**config.mk**
```make
export PLATFORM = sky130hd
export DESIGN_NAME = ras_ctrl_flat
export DESIGN_NICKNAME = d
export VERILOG_FILES = /design/src/rtl/ras_ctrl_if.sv /design/src/rtl/ras_ctrl.sv /design/src/flat_wrapper.sv
export SDC_FILE = /design/constraint.sdc
export NUM_CORES = 1
export LEC_CHECK = 0
export BUFFER_PORTS_ARGS = -buffer_cell sky130_fd_sc_hd__buf_4
export CORE_UTILIZATION = 50
export CTS_CLUSTER_SIZE = 28
export DETAILED_ROUTE_END_ITERATION = 8
export PLACE_DENSITY = 0.73
export SLEW_MARGIN = 40
export SYNTH_ARGS = -nofsm -noshare
export SYNTH_HDL_FRONTEND = slang
export SYNTH_SLANG_ARGS = --single-unit
```
**constraint.sdc**
```tcl
create_clock -name clk -period 5.39 [get_ports clk]
set_input_delay 1.078 -clock clk [delete_from_list [all_inputs] [get_ports clk]]
set_output_delay 1.078 -clock clk [all_outputs]
set_load 0.03 [all_outputs]
```
**src/rtl/ras_ctrl_if.sv**
```systemverilog
// Decode-side handshake into the RAS sequencer: op request channel plus the registered pop prediction.
interface ras_ctrl_if;
  logic        req_valid;
  logic        req_ready;
  logic [1:0]  req_op;
  logic [31:0] req_ret_pc;
  logic        pred_valid;
  logic [31:0] pred_pc;
  logic        pred_fail;

  modport master (
    output req_valid, req_op, req_ret_pc,
    input  req_ready, pred_valid, pred_pc, pred_fail
  );

  modport slave (
    input  req_valid, req_op, req_ret_pc,
    output req_ready, pred_valid, pred_pc, pred_fail
  );
endinterface

```
**src/rtl/ras_ctrl.sv**
```systemverilog
// Call/return op sequencer in front of the RAS: one push or pop per cycle, registered pop prediction.
// Ops issue >=1 cycle after enqueue, prediction 1 cycle after the pop; req_ready drops when full, in FLUSH or on redirect.
module ras_ctrl #(
  parameter int QDEPTH      = 4,
  parameter int FAIL_THRESH = 3
) (
  input  logic        clk,
  input  logic        resetn,
  ras_ctrl_if.slave   dec,
  input  logic        redirect,
  output logic        ras_push,
  output logic        ras_pop,
  output logic        ras_flush,
  output logic [31:0] ras_ret_pc_push,
  input  logic [31:0] ras_ret_pc_pop,
  input  logic        ras_fail,
  output logic        ras_unreliable,
  output logic        busy
);
  localparam int AW = $clog2(QDEPTH);
  localparam logic [AW:0] PTR_ONE = (AW+1)'(1);

  typedef enum logic [1:0] {S_IDLE, S_PUSH2, S_FLUSH} state_t;

  state_t      state, state_nxt;
  logic [1:0]  q_op [QDEPTH];
  logic [31:0] q_pc [QDEPTH];
  logic [AW:0] wr_ptr, rd_ptr;
  logic        full, empty, enq, deq;
  logic [1:0]  head_op;
  logic [31:0] head_pc;
  logic [3:0]  fail_streak;

  // Extra wrap bit on the pointers separates full from empty.
  assign empty   = (wr_ptr == rd_ptr);
  assign full    = (wr_ptr[AW] != rd_ptr[AW]) && (wr_ptr[AW-1:0] == rd_ptr[AW-1:0]);
  assign head_op = q_op[rd_ptr[AW-1:0]];
  assign head_pc = q_pc[rd_ptr[AW-1:0]];

  assign dec.req_ready = !full && (state != S_FLUSH) && !redirect;
  assign enq           = dec.req_valid && dec.req_ready && (dec.req_op != 2'b00);
  assign ras_flush     = (state == S_FLUSH);
  assign busy          = !empty || (state != S_IDLE);

  always_ff @(posedge clk) begin
    if (enq) begin
      q_op[wr_ptr[AW-1:0]] <= dec.req_op;
      q_pc[wr_ptr[AW-1:0]] <= dec.req_ret_pc;
    end
  end

  always_ff @(posedge clk or negedge resetn) begin
    if (!resetn) begin
      state  <= S_IDLE;
      wr_ptr <= '0;
      rd_ptr <= '0;
    end else begin
      state <= state_nxt;
      if (redirect) begin
        wr_ptr <= '0;
        rd_ptr <= '0;
      end else begin
        if (enq) wr_ptr <= wr_ptr + PTR_ONE;
        if (deq) rd_ptr <= rd_ptr + PTR_ONE;
      end
    end
  end

  // Redirect overrides everything: no issue this cycle, and a half-done ret+call is abandoned.
  always_comb begin
    state_nxt       = state;
    ras_push        = 1'b0;
    ras_pop         = 1'b0;
    ras_ret_pc_push = '0;
    deq             = 1'b0;
    if (redirect) begin
      state_nxt = S_FLUSH;
    end else begin
      unique case (state)
        S_IDLE: begin
          if (!empty) begin
            unique case (head_op)
              2'b01: begin
                ras_push        = 1'b1;
                ras_ret_pc_push = head_pc;
                deq             = 1'b1;
              end
              2'b10: begin
                ras_pop = 1'b1;
                deq     = 1'b1;
              end
              2'b11: begin
                ras_pop   = 1'b1;
                state_nxt = S_PUSH2;
              end
              default: ;
            endcase
          end
        end
        S_PUSH2: begin
          ras_push        = 1'b1;
          ras_ret_pc_push = head_pc;
          deq             = 1'b1;
          state_nxt       = S_IDLE;
        end
        S_FLUSH: state_nxt = S_IDLE;
        default: state_nxt = S_IDLE;
      endcase
    end
  end

  // Streak survives redirect on purpose: only a good pop proves the RAS is back in sync.
  always_ff @(posedge clk or negedge resetn) begin
    if (!resetn) begin
      dec.pred_valid <= 1'b0;
      dec.pred_pc    <= '0;
      dec.pred_fail  <= 1'b0;
      fail_streak    <= '0;
      ras_unreliable <= 1'b0;
    end else begin
      dec.pred_valid <= ras_pop;
      if (ras_pop) begin
        dec.pred_pc   <= ras_ret_pc_pop;
        dec.pred_fail <= ras_fail;
        if (!ras_fail)
          fail_streak <= '0;
        else if (fail_streak != 4'hF)
          fail_streak <= fail_streak + 4'd1;
      end
      ras_unreliable <= (fail_streak >= 4'(FAIL_THRESH));
    end
  end
endmodule

```
**src/flat_wrapper.sv**
```systemverilog
// flat-port wrapper written by rule: the top's interface ports become plain ports
module ras_ctrl_flat 
#(
  parameter int QDEPTH      = 4,
  parameter int FAIL_THRESH = 3
)
  (clk, resetn, redirect, ras_push, ras_pop, ras_flush, ras_ret_pc_push, ras_ret_pc_pop, ras_fail, ras_unreliable, busy, dec_req_valid, dec_req_op, dec_req_ret_pc, dec_req_ready, dec_pred_valid, dec_pred_pc, dec_pred_fail);
  ras_ctrl_if dec_i ();
  input  logic clk;
  input  logic resetn;
  input  logic redirect;
  output logic ras_push;
  output logic ras_pop;
  output logic ras_flush;
  output logic [31:0] ras_ret_pc_push;
  input  logic [31:0] ras_ret_pc_pop;
  input  logic ras_fail;
  output logic ras_unreliable;
  output logic busy;
  input wire logic [$bits(dec_i.req_valid)-1:0] dec_req_valid;
  input wire logic [$bits(dec_i.req_op)-1:0] dec_req_op;
  input wire logic [$bits(dec_i.req_ret_pc)-1:0] dec_req_ret_pc;
  output wire logic [$bits(dec_i.req_ready)-1:0] dec_req_ready;
  output wire logic [$bits(dec_i.pred_valid)-1:0] dec_pred_valid;
  output wire logic [$bits(dec_i.pred_pc)-1:0] dec_pred_pc;
  output wire logic [$bits(dec_i.pred_fail)-1:0] dec_pred_fail;
  assign dec_i.req_valid = dec_req_valid;
  assign dec_i.req_op = dec_req_op;
  assign dec_i.req_ret_pc = dec_req_ret_pc;
  assign dec_req_ready = dec_i.req_ready;
  assign dec_pred_valid = dec_i.pred_valid;
  assign dec_pred_pc = dec_i.pred_pc;
  assign dec_pred_fail = dec_i.pred_fail;
  ras_ctrl #(.QDEPTH(QDEPTH), .FAIL_THRESH(FAIL_THRESH)) u_core (.clk(clk), .resetn(resetn), .dec(dec_i), .redirect(redirect), .ras_push(ras_push), .ras_pop(ras_pop), .ras_flush(ras_flush), .ras_ret_pc_push(ras_ret_pc_push), .ras_ret_pc_pop(ras_ret_pc_pop), .ras_fail(ras_fail), .ras_unreliable(ras_unreliable), .busy(busy));
endmodule
```
==> flow_summary_export.csv <==
group,metric,value,unit
status,status,"finished, final reports clean",
synthesis,yosys_most_used_dff,"edfxtp_1",
clock_tree,ctsHoldBuffers,0,
place,io_buffers,142,
sta,setup_viol,0,
sta,finalHoldViolations,0,
hold_path,hold_class,"flop to flop",
synthesis,synth_most_common_cell,"edfxtp_1",
die,start_util,0.5115,
grt,antenna_found_initial,0,
grt,grt_overflow_total,0,
hold_path,hold_depth,1,
worst_setup_path,setup.worst_path.start_class,"flop",
die,die_y,123.7,um
clock_tree,clk_pin_slew,60,ps
sta,rsz0062_at_grt,"no",
synthesis,syn-num-nets,463,
finish,fillers,1009,
clock_tree,clock-sinks,183,
job,max_cap_violations,0,
sta,timing.final.crit_share,0.8114,
finish,antenna_cells,0,
clock_tree,clk_latency,420,ps
power,ir_worst_vdd,309.3,uV
routing,ant_nets,0,
synthesis,yosys_warnings,0,
grt,grt_usage,0.1895,
synthesis,yosys-top-cells-count,"edfxtp_1, dfrtp_1, mux4_2",
worst_setup_path,cp_max_fo,17,
grt,grtUsageMet2,0.3080,
die,boundaryPins,143,
clock_tree,clk_path_buf_depth,2,
sta,fin_ws,1016,ps
finish,area_delta_synth_final,25.11,%
synthesis,seq_area_frac_synth,0.7103,
grt,grt_pass1_vias,4022,
worst_setup_path,crit_chain,"buf_4 > mux4_2 > inv_1 > ha_1 > inv_1 > a31oi_1 > o21ai_4 > buf_8 > buf_8 > nor2b_1 > buf_4",
grt,grt_pass1_wl,20.84,mm
routing,first_iter_violations,191,
synthesis,synth_seq_cells,183,
sta,finalSetupTns,0,ps
synthesis,ys_top_cells_by_area,"edfxtp_1, dfrtp_1, mux4_2",
sta,max-slew-margin-rel,0.6073,
die,rows,44,
routing,drt_first_pass_iters,4,
synthesis,yosys.area.top_type,"edfxtp_1",
grt,grt_use_met1,0.2357,
worst_setup_path,path_class,"flop to output pin",
place,dp_hpwl,8.441,mm
sta,worst_pin_slew,589.1,ps
power,power.density,409.5,mW/mm^2
die,die_w,123.7,um
routing,wl_per_cell,18.37,um
synthesis,syn_inst,383,
place,place_area,0.008662,sq mm
grt,groute.layer.met3.usage,0.06822,
synthesis,synth-edff-count,136,
worst_setup_path,critPathArrivalTime,3300,ps
finish,fin_area,0.009265,sq mm
finish,fin_nets,612,
synthesis,syn_area_per_cell,19.34,sq um
die,die_area,0.01530,sq mm
finish,final_layout_size_suffix_gt1_frac,0.4705,
synthesis,synth_top_area_share,0.5514,
power,p_leak,3.545,nW
clock_tree,cts_resized,0,
worst_setup_path,slowest_stage,"mux4_2",
synthesis,synth_cell_types,38,
sta,max_freq,228.6,MHz
synthesis,async_flop_share,0.2568,
routing,drc,0,
sta,drv_slew,0,
worst_setup_path,r2r_cells,6,
grt,grt_max_degree,48,
synthesis,syn_area,0.007406,sq mm
clock_tree,numCtsBuffers,17,
grt,busiest_layer,"met2",
sta,fin_skew,10.55,ps
place,place_congestion,0.7287,
clock_tree,cts_setup_buffers,0,
worst_setup_path,crit_path_max_incr_delay,590,ps
worst_setup_path,critPathLaunch,"u_core.rd_ptr[0]",
clock_tree,cts-root-buf,"clkbuf_16",
sta,layout_min_cycle_time,4374,ps
routing,viasPerCell,5.373,
worst_setup_path,required,4310,ps
routing,drt-total-wl,13.34,mm
place,dp_slack,1394,ps
hold_path,worstHoldStart,"u_core.dec.pred_pc[13]",
worst_setup_path,worst_r2r_startpoint,"u_core.rd_ptr[1]",
die,core,0.01448,sq mm
clock_tree,htreeDepth,4,
worst_setup_path,cp-end-kind,"output pin",
clock_tree,tritoncts,"yes",
routing,vias,3901,
cells by family (layout without fill, tap and decap cells):
family | count (synthesis) | count (layout) | share of synthesized area
flops | 183 | 183 | 0.7103
buf+inv | 27 | 186 | 0.02163
mux | 68 | 68 | 0.1627
xor+xnor | 4 | 4 | 0.01233
simple gates | 67 | 67 | 0.05626
compound gates | 25 | 25 | 0.02163
fa+ha+maj | 9 | 9 | 0.01521
power by group:
group	total (mW)	switching [mW]	internal (mW)	leakage, nW
logic	0.778	0.419	0.359	1.43
clock network	1.27	0.500	0.770	0.292
registers	1.75	0.0856	1.66	1.82
total	3.79	1.00	2.79	3.55
placed cells by master, fill, tap and decap left out, types with 8 or more instances in the layout:
cell type    n
dfrtp_1     45
inv_1       10
a21oi_1      8
edfxtp_1   136
nor2b_1     31
mux2_4      15
mux4_2      34
mux2_2      19
buf_4      145
ha_1         9
clkbuf_16   17
worst max-delay path: cells and delay by family (launching register included):
| family | cells | cell delay [ps] |
|---|---|---|
| simple gates | 1 | 180 |
| mux | 1 | 590 |
| compound gates | 2 | 380 |
| buf+inv | 6 | 1040 |
| flops | 1 | 510 |
| fa+ha+maj | 1 | 150 |
worst paths after layout:
path / slack, ps / to
worst max-delay path: 1020 / ras_ret_pc_push[9]
worst min-delay path: 510 / u_core.dec.pred_pc[13]
worst max register to register: 2520 / u_core.dec.pred_pc[15]
worst min register to register: 510 / u_core.dec.pred_pc[13]
max in group asynchronous: 4300 / u_core.rd_ptr[0]
min in group asynchronous: 660 / u_core.dec.pred_pc[21]
layout make-up:
type | instances | area [sq um] | area share
multi-input cells | 173 | 2013 | 0.2173
well taps | 184 | 230.2 | 0.02485
clock buffers | 17 | 425.4 | 0.04591
inverters | 10 | 37.54 | 0.004051
clock inverters | 12 | 177.7 | 0.01918
repair buffers | 147 | 1119 | 0.1207
flip-flops and latches | 183 | 5263 | 0.5680
sequential cells by signal (all words and copies together) (netlist names):
name / cells
u_core.dec.pred_fail: 1
u_core.rd_ptr: 3
u_core.q_pc: 128
u_core.dec.pred_valid: 1
u_core.ras_unreliable: 1
u_core.wr_ptr: 3
u_core.state: 2
u_core.fail_streak: 4
u_core.q_op: 8
u_core.dec.pred_pc: 32
metal layers:
layer	up-vias	routed length (um)
met5	-	0
met2	136	6464
met4	0	164
li1	1783	-
met1	1971	5618
met3	11	1090
stage by stage:
| step | hold WS [ps] | power [mW] | utilization | std cells |
|---|---|---|---|---|
| after floorplan | 488.6 | 2.246 | - | 383 |
| after global placement | 493.0 | 2.535 | 0.5951 | 695 |
| after detailed placement | 496.9 | 2.557 | 0.5983 | 697 |
| after global routing | 519.0 | 3.953 | 0.6399 | 726 |
| final | 507.4 | 3.794 | 0.6399 | 726 |
| after CTS | 510.6 | 3.829 | 0.6399 | 726 |
Power figures use the tool's default switching activity.
